**config.mk**
```make
export PLATFORM = sky130hd
export DESIGN_NAME = fetch_unit
export DESIGN_NICKNAME = d
export VERILOG_FILES = /design/src/rtl/fetch_unit.sv
export SDC_FILE = /design/constraint.sdc
export NUM_CORES = 1
export LEC_CHECK = 0
export BUFFER_PORTS_ARGS = -buffer_cell sky130_fd_sc_hd__buf_4
export CORE_MARGIN = 5
export CORE_UTILIZATION = 30
export DETAILED_ROUTE_END_ITERATION = 10
export PLACE_DENSITY_LB_ADDON = 0.15
export SYNTH_ARGS = -nofsm -noshare
export SYNTH_HDL_FRONTEND = slang
export SYNTH_SLANG_ARGS = --single-unit
```
**constraint.sdc**
```tcl
create_clock -name clk -period 2.2 [get_ports clk]
set_clock_uncertainty 0.1 [all_clocks]
set_input_delay 0.22 -clock clk [delete_from_list [all_inputs] [get_ports clk]]
set_output_delay 0.22 -clock clk [all_outputs]
set_load 0.005 [all_outputs]
```
**src/rtl/fetch_unit.sv**
```systemverilog
// ============================================================================
// Module   : fetch_unit
// Brief    : Two-byte instruction fetch from an 8-bit bus, valid/ready output.
// Revision : 1.0 - initial release
// ============================================================================
`default_nettype none

module fetch_unit #(
    parameter logic [15:0] RESET_PC = 16'h0000
) (
    input  logic        clk,
    input  logic        rst_n,
    output logic [15:0] mem_addr,
    output logic        mem_rd,
    input  logic        mem_ready,
    input  logic [7:0]  mem_data,
    output logic [15:0] word,
    output logic [15:0] word_pc,
    output logic        word_valid,
    input  logic        word_ready,
    output logic [15:0] pc,
    input  logic        jump,
    input  logic [15:0] jump_addr
);

    localparam logic [15:0] C_RESET_PC = RESET_PC & 16'hFFFE;

    typedef enum logic [1:0] {
        START    = 2'd0,
        FETCH_LO = 2'd1,
        FETCH_HI = 2'd2,
        HOLD     = 2'd3
    } state_t;

    state_t      r_state;
    state_t      w_next_state;
    logic [15:0] r_pc;
    logic [7:0]  r_lo_byte;
    logic        w_take_jump;

    assign w_take_jump = jump && (r_state != START);

    always_ff @(posedge clk or negedge rst_n) begin
        if (!rst_n) begin
            r_state <= START;
        end else begin
            r_state <= w_next_state;
        end
    end

    always_comb begin
        w_next_state = r_state;
        case (r_state)
            START:    w_next_state = FETCH_LO;
            FETCH_LO: if (mem_ready)  w_next_state = FETCH_HI;
            FETCH_HI: if (mem_ready)  w_next_state = HOLD;
            HOLD:     if (word_ready) w_next_state = FETCH_LO;
            default:  w_next_state = START;
        endcase
        // A redirect overrides any transfer or pending word.
        if (w_take_jump) begin
            w_next_state = FETCH_LO;
        end
    end

    // Low byte is staged separately so the presented word only changes on completion.
    always_ff @(posedge clk or negedge rst_n) begin
        if (!rst_n) begin
            r_pc      <= C_RESET_PC;
            r_lo_byte <= 8'h00;
            word      <= 16'h0000;
            word_pc   <= 16'h0000;
        end else if (w_take_jump) begin
            r_pc      <= jump_addr & 16'hFFFE;
            r_lo_byte <= 8'h00;
        end else begin
            case (r_state)
                FETCH_LO: begin
                    if (mem_ready) begin
                        r_lo_byte <= mem_data;
                    end
                end
                FETCH_HI: begin
                    if (mem_ready) begin
                        word    <= {mem_data, r_lo_byte};
                        word_pc <= r_pc;
                        r_pc    <= r_pc + 16'd2;
                    end
                end
                default: begin
                    r_lo_byte <= r_lo_byte;
                end
            endcase
        end
    end

    always_comb begin
        mem_rd     = 1'b0;
        mem_addr   = 16'h0000;
        word_valid = 1'b0;
        case (r_state)
            FETCH_LO: begin
                mem_rd   = 1'b1;
                mem_addr = r_pc;
            end
            FETCH_HI: begin
                mem_rd   = 1'b1;
                mem_addr = r_pc | 16'h0001;
            end
            HOLD: begin
                word_valid = 1'b1;
            end
            default: begin
                mem_rd = 1'b0;
            end
        endcase
    end

    assign pc = r_pc;

endmodule

`default_nettype wire

```
Yosys cells after proc, flatten, opt, wreduce, memory -nomap -nowiden
Cells that the tools add are included. Widths: inputs -> output; s select.

Flip-flop bits (word level): 58. Bits of input ports: 29. Output and inout port bits: 66. Word-level logic and storage cells: 38.

Add/sub/neg operators: 1. Eq/ne operators: 6. Muxes and demuxes: 14. Bitwise gates (word level): 1. Reduce and logical (&&, ||, !) cells: 11.

Operator list (number): $mux 16 (3); $pmux 16 s2 (1); $mux 8 (3); $add 16x2->16 const B (1); $ne 3x3->1 const B (3); $mux 2 (4); $pmux 2 s4 (1); $reduce_bool 2->1 (4); $reduce_and 3->1 (2); $eq 2x2->1 const B (2); $reduce_and 2->1 (2); $eq 2x1->1 const B (1); $logic_not 2->1 (1); $mux 1 (2); $reduce_or 2->1 (1); $logic_and 1x1->1 (1); $not 1->1 (1).

Longest topological paths before layout
Gate-level depths: netlist of the first run.

Word-level depth: 4. Mapped depth: 7. Gate-level depth less buffers: 6.

Worst setup path before layout of the first run
No wires, ideal clock.

Path type: register -> register. Start point: register r_state[0]. End point: register word[0]. Library setup time: 0.125 ns. Data arrival time: 1.649 ns. Required time: 1.975 ns. Path slack: 0.326 ns. Cell stages (with the launch flop): 8. Buffers on the path: 2. Period minus slack after synthesis: 1.874 ns. Path through: dfrtp_1 > inv_1 > ha_1 > nand2b_2 > and3_4 > buf_6 > buf_6 > mux2_4.

Word-level cells in the longest chain between the ends: 4. Elaborated cells on any way between the ends: 5. Those cells by class: 1 x eq/ne; 1 x bitwise; 3 x reduce/logical.

Ends and longest elaborated chain: start, declared (RTL line 35) `state_t r_state;`; start signal, assigned (RTL line 47) `r_state <= w_next_state;`; $reduce_bool 2->1 (RTL line 41) `assign w_take_jump = jump && (r_state != START);`; $logic_and 1x1->1 (RTL line 41); $not 1->1 (no line); $reduce_and 3->1 (no line) (*); end signal, assigned (RTL line 85) `word <= {mem_data, r_lo_byte};`; end, declared (RTL line 17) `output logic [15:0] word,`.

Mark *: on every way between the ends. The rest lies on a longest branch, timed or not. A chain may end at the register's enable or synchronous reset.

Worst setup path after layout of the first run
Start point: register r_state[1]. End point: output mem_addr[7].

Word-level cells in the longest chain between the ends: 2. Elaborated cells on any way between the ends: 3. Those cells by class: 2 x eq/ne; 1 x mux.

Ends and longest elaborated chain: $eq 2x2->1 or $eq 2x1->1 (tied branches) (RTL line 101) `case (r_state)`; $pmux 16 s2 (*) (RTL line 101); end, declared (RTL line 13) `output logic [15:0] mem_addr,`.

Marks and branches as above.

==> out/results.ini, run 1 <==
[clock_tree]
clock_latency_ns = 0.30
clk_pin_slew_ns = 0.09
cts_buffers = 5
htree_levels = 2
cts_buffer_depth = 2
cts_tree = done
cts_setup_buffers = 0
cts_root_buf = clkbuf_8
cts.sinks = 56

[detailed_routing]
wirelength_um = 7560
first_pass_iters = 4
route.detailed.drc = 0
ant_nets = 0
drtIter0Drc = 96
num_vias = 2238
wl_per_cell_um = 15.8
via_per_inst = 4.67

[die]
die_x_um = 109
die_h_um = 109
rows = 36
pin_count = 95
start_util = 0.305
fp.dieArea_um2 = 11900
design.core.area_um2 = 9680

[final_layout]
mostFrequentLayoutCells = buf_4, dfrtp_1, mux2_4
fillCellCount = 977
nets = 380
utilization = 0.400
area_growth_pct = 31.0
antennaDiodeCount = 0
layout_commonest_cell = buf_4
drive_gt1_frac = 0.434

[setup_path]
cp-start-kind = flip-flop
crit_path_end_kind = primary output
worstPathRequired_ns = 1.88
worstSetupPathType = reg2out
crit_arrival_ns = 1.71
crit_fanout = 15

[global_routing]
grt_pass1_wl_um = 12300
grt_max_degree = 57
grt.overflow.total = 0
grt_pass1_vias = 2305
antenna_found_initial = 0
grt_use_total = 0.131

[power_and_ir_drop]
vdd_drop_max_v = 0.000406
power_leakage_nw = 1.81
p_per_area_nw_per_um2 = 1320

[logic_synthesis]
synth_top_cell_area_share = 0.474
ys_types = 50
synth-main-ff-cell = dfrtp_1
synth_area_leader_cell = dfrtp_1
synth_area_leaders = dfrtp_1, mux2_4, a21oi_1
synth_seq_cells = 56
async_reset_ff_frac = 1.00
synth_cells = 256
synth_area_per_cell_um2 = 11.5
seq_area_frac_synth = 0.474
synth_edf_count = 0
synth.cell_area_um2 = 2960
yosysWarnings = 0

[timing]
hold_viol_final = 0
finalSetupTns_ns = 0
worst_pin_slew_ns = 0.729
rsz0062_at_grt = no
post-route-period-util = 0.924
timing.hold.ws_ns = 0.0571
setup_viol = 0
max_freq_ghz = 0.492
timing.final.ws_setup_ns = 0.167
maxSlewHeadroom = 0.514
maxSlewViolCount = 0
post-route-min-period_ns = 2.03

[worst_hold_path]
hp-class = in2reg

[placement]
place.detailed.hpwl_um = 5370
io_buffers = 91
gp_congestion = 0.780
post-place-ws_ns = 0.179

[flow_run]
max_cap_violations = 0

[outcome]
status = finished, final reports clean

==> synthesized netlist by cell type (2+ instances only) <==
cell type and number:
a21oi_1 21, a2bb2oi_1 5, a31oi_1 3, and2_1 15, and3_1 2, and4_1 2
buf_2 3, buf_4 3, buf_6 8, clkbuf_1 5, dfrtp_1 56, ha_1 5
inv_1 2, mux2_4 30, mux2i_1 2, nand2_1 20, nand2b_1 2, nand3_1 13
nand4_1 7, nor2_1 10, o21a_1 2, o21ai_0 4, o21ai_1 5, o22a_1 3
o22ai_1 3
==> timing repair <==
| item | in CTS | in global routing |
|---|---|---|
| gates resized for setup | 1 | 1 |
| setup endpoints to repair | 15 | 15 |
| hold buffers | 1 | 0 |
| cloned | 0 | 0 |
| endpoints found under the hold margin | 56 | 0 |
==> flip-flops by register name, indices dropped and copies added (netlist names) <==
name,count
word,16
pc,15
word_pc,15
r_lo_byte,8
r_state,2
==> final timing paths <==
check	startpoint	endpoint	slack [ns]	depth (start not counted)
setup / recovery	r_state[1]	mem_addr[7]	0.17	5
hold / removal	mem_data[5]	word[13]	0.06	2
setup reg to reg	r_state[1]	pc[3]	0.28	7
hold reg to reg	word_pc[1]	word_pc[1]	0.40	1
max in group asynchronous	rst_n	pc[14]	1.10	2
min in group asynchronous	rst_n	word_pc[4]	0.43	2
==> final cells by class <==
type	count	area [µm²]	share of cell area
Inverter	2	7.51	0.00194
Timing Repair Buffer	102	793	0.205
Tap cell	133	166	0.0430
Clock buffer	7	96.3	0.0249
Multi-Input combinational cell	179	1410	0.364
Sequential cell	56	1400	0.362
==> stage by stage <==
step / instances / total power, W / instance area (µm²)
floorplan: 257 / 0.00321 / 2960
global placement: 471 / 0.00451 / 3760
detailed placement: 471 / 0.00454 / 3760
CTS: 479 / 0.00518 / 3870
global route: 479 / 0.00551 / 3870
finish: 479 / 0.00510 / 3870
==> where the power goes <==
| group | switching (W) | total (W) | internal (W) |
|---|---|---|---|
| clock network | 0.000326 | 0.000607 | 0.000282 |
| logic | 0.00106 | 0.00260 | 0.00154 |
| registers | 0.000428 | 0.00188 | 0.00146 |
==> worst max-delay path, stage by stage (launching register included) <==
cell and delay, ns:
dfrtp_1 0.46, inv_1 0.09, ha_1 0.33, o21a_4 0.19, and2_2 0.21, buf_4 0.13
==> logic make-up after synthesis <==
group	Yosys count	share of synthesized area
AOI/OAI and AO/OA	57	0.127
adders and majority gates	5	0.0212
buffers and inverters	22	0.0533
DFF	56	0.474
muxes	33	0.163
other	1	0.00127
and+or+nand+nor	82	0.161
==> layer usage <==
metal	vias to the layer above	track usage	share of wire
met2	50	0.211	0.47
met5	-	0	0
met3	2	0.0219	0.043
met1	1082	0.183	0.48
li1	1104	-	-
met4	0	0.0347	0.0071
No activity file was read; power rests on OpenSTA's default activity.
==> run 2: changes to the inputs <==
==> constraint.sdc (replaced) <==
create_clock -name clk -period 2.65 [get_ports clk]
set_clock_uncertainty 0.1 [all_clocks]
set_input_delay 0.265 -clock clk [delete_from_list [all_inputs] [get_ports clk]]
set_output_delay 0.265 -clock clk [all_outputs]
set_load 0.005 [all_outputs]
==> out/results.ini, run 2 (synthesized netlist as in run 1, its figures left out) <==
[outcome]
status = finished, final reports clean  ; unchanged

[detailed_routing]
wirelength_um = 7630  ; was 7560 µm
wl_per_cell_um = 16.1  ; was 15.8 µm
via_per_inst = 4.74  ; was 4.67
route.detailed.drc = 0  ; unchanged
drtIter0Drc = 101  ; was 96
ant_nets = 0  ; unchanged
first_pass_iters = 4  ; unchanged
num_vias = 2245  ; was 2238

[setup_path]
cp-start-kind = flip-flop  ; unchanged
crit_fanout = 15  ; unchanged
critPathLaunch = r_state[0]  ; was r_state[1]
r2r-end = word_pc[1]  ; was pc[3]
worstSetupPathType = reg2out  ; unchanged
ff2ff_setup_slack_ns = 0.53  ; was 0.28 ns
crit_path_end_kind = primary output  ; unchanged
worstPathRequired_ns = 2.29  ; was 1.88 ns
reg2reg_depth = 5  ; was 7
r2r-start = r_state[0]  ; was r_state[1]
crit_arrival_ns = 2.03  ; was 1.71 ns

[die]
start_util = 0.305  ; unchanged
die_h_um = 109  ; unchanged
die_x_um = 109  ; unchanged
pin_count = 95  ; unchanged
rows = 36  ; unchanged
fp.dieArea_um2 = 11900  ; unchanged
design.core.area_um2 = 9680  ; unchanged

[timing]
finalSetupTns_ns = 0  ; unchanged
setup_viol = 0  ; unchanged
max_freq_ghz = 0.418
hold_viol_final = 0  ; unchanged
worst_pin_slew_ns = 0.852  ; was 0.729 ns
rsz0062_at_grt = no  ; unchanged
post-route-period-util = 0.903
maxSlewViolCount = 0  ; unchanged
maxSlewHeadroom = 0.432  ; was 0.514
post-route-min-period_ns = 2.39

[global_routing]
antenna_found_initial = 0  ; unchanged
grt.overflow.total = 0  ; unchanged
grt_use_total = 0.133  ; was 0.131
grt_max_degree = 57  ; unchanged
grt_pass1_vias = 2312  ; was 2305
grt_pass1_wl_um = 12400  ; was 12300 µm

[power_and_ir_drop]
p_per_area_nw_per_um2 = 1100  ; was 1320 nW/µm²
vdd_drop_max_v = 0.000402  ; was 0.000406 V
power_leakage_nw = 1.77  ; was 1.81 nW

[clock_tree]
cts_buffers = 5  ; unchanged
cts_buffer_depth = 2  ; unchanged
cts_setup_buffers = 0  ; unchanged
cts_tree = done  ; unchanged
cts.sinks = 56  ; unchanged
htree_levels = 2  ; unchanged
clk_pin_slew_ns = 0.10  ; was 0.09 ns
clock_latency_ns = 0.31  ; was 0.30 ns
cts_root_buf = clkbuf_8  ; unchanged

[worst_hold_path]
holdPathEnd = word[15]  ; was word[13]
hold_depth = 2  ; unchanged
hp-start = mem_data[7]  ; was mem_data[5]
hp-class = in2reg  ; unchanged

[final_layout]
finalNonFillerCells = 474  ; was 479
regMostFlops = word  ; unchanged
mostFrequentLayoutCells = buf_4, dfrtp_1, mux2_4  ; unchanged
nets = 374  ; was 380
largest_reg_flops = 16  ; unchanged
layout_commonest_cell = buf_4  ; unchanged
area_growth_pct = 28.4  ; was 31.0%
drive_gt1_frac = 0.422  ; was 0.434
antennaDiodeCount = 0  ; unchanged

[placement]
gp_congestion = 0.722  ; was 0.780
place.detailed.hpwl_um = 5380  ; was 5370 µm
place_inst = 465  ; was 471
io_buffers = 91  ; unchanged

[flow_run]
max_cap_violations = 0  ; unchanged

-- run 2: cell count changes in the layout (fill, tap and decap cells not counted), sizes merged --
cell      previous run  this run
clkinvlp             0         2
buf                101        95
clkbuf               7         6
-- run 2: how the worst max path moves through the flow --
stage          depth (start not counted)     endpoint
6_report                               5  mem_addr[7]
2_1_floorplan                          7      word[0]
5_1_grt                                5  mem_addr[7]
3_3_place_gp                           5   word_pc[1]
4_1_cts                                5  mem_addr[7]
3_5_place_dp                           5  mem_addr[7]
-- run 2: per-stage QoR --
stage                     area, µm²   util  worst slack (ns)  power (W)  hold WS (ns)
after floorplan                2960      -             0.776    0.00267        -0.131
after global placement         3690  0.381             0.535    0.00369         0.284
after detailed placement       3690  0.381             0.504    0.00373         0.288
after CTS                      3800  0.392             0.143    0.00426        0.0787
after global routing           3800  0.392            0.0426    0.00452        0.0683
final                          3800  0.392             0.256    0.00416        0.0910
-- run 2: final cells by class --
cell class | instances | area (µm²)
Clock inverter | 2 | 15.0
Clock buffer | 6 | 82.6
Inverter | 2 | 7.51
Multi-Input combinational cell | 179 | 1400
Tap cell | 133 | 166
Fill cell | 983 | 5890
Timing Repair Buffer | 96 | 723
Sequential cell | 56 | 1400
-- run 2: what timing repair did --
action / CTS / global route
resized for setup: 0 / 0
hold buffers: 1 / 0
endpoints found under the hold margin: 56 / 0
-- run 2: report_power, final --
group          switching, W  total, W  internal, W
clock              0.000289  0.000501     0.000212
combinational      0.000810   0.00204      0.00123
sequential         0.000418   0.00163      0.00121
-- run 2: metal layers --
metal	share of wire	track usage	up-vias
met4	0.012	0.0374	0
li1	-	-	1084
met1	0.47	0.185	1093
met2	0.47	0.214	62
met5	0	0	-
met3	0.046	0.0225	6
-- run 2: critical path: stages, from the launching register on --
cell and delay (ns):
dfrtp_1 0.48, inv_1 0.12, ha_1 0.35, o21a_1 0.44
and2_2 0.22, buf_4 0.10
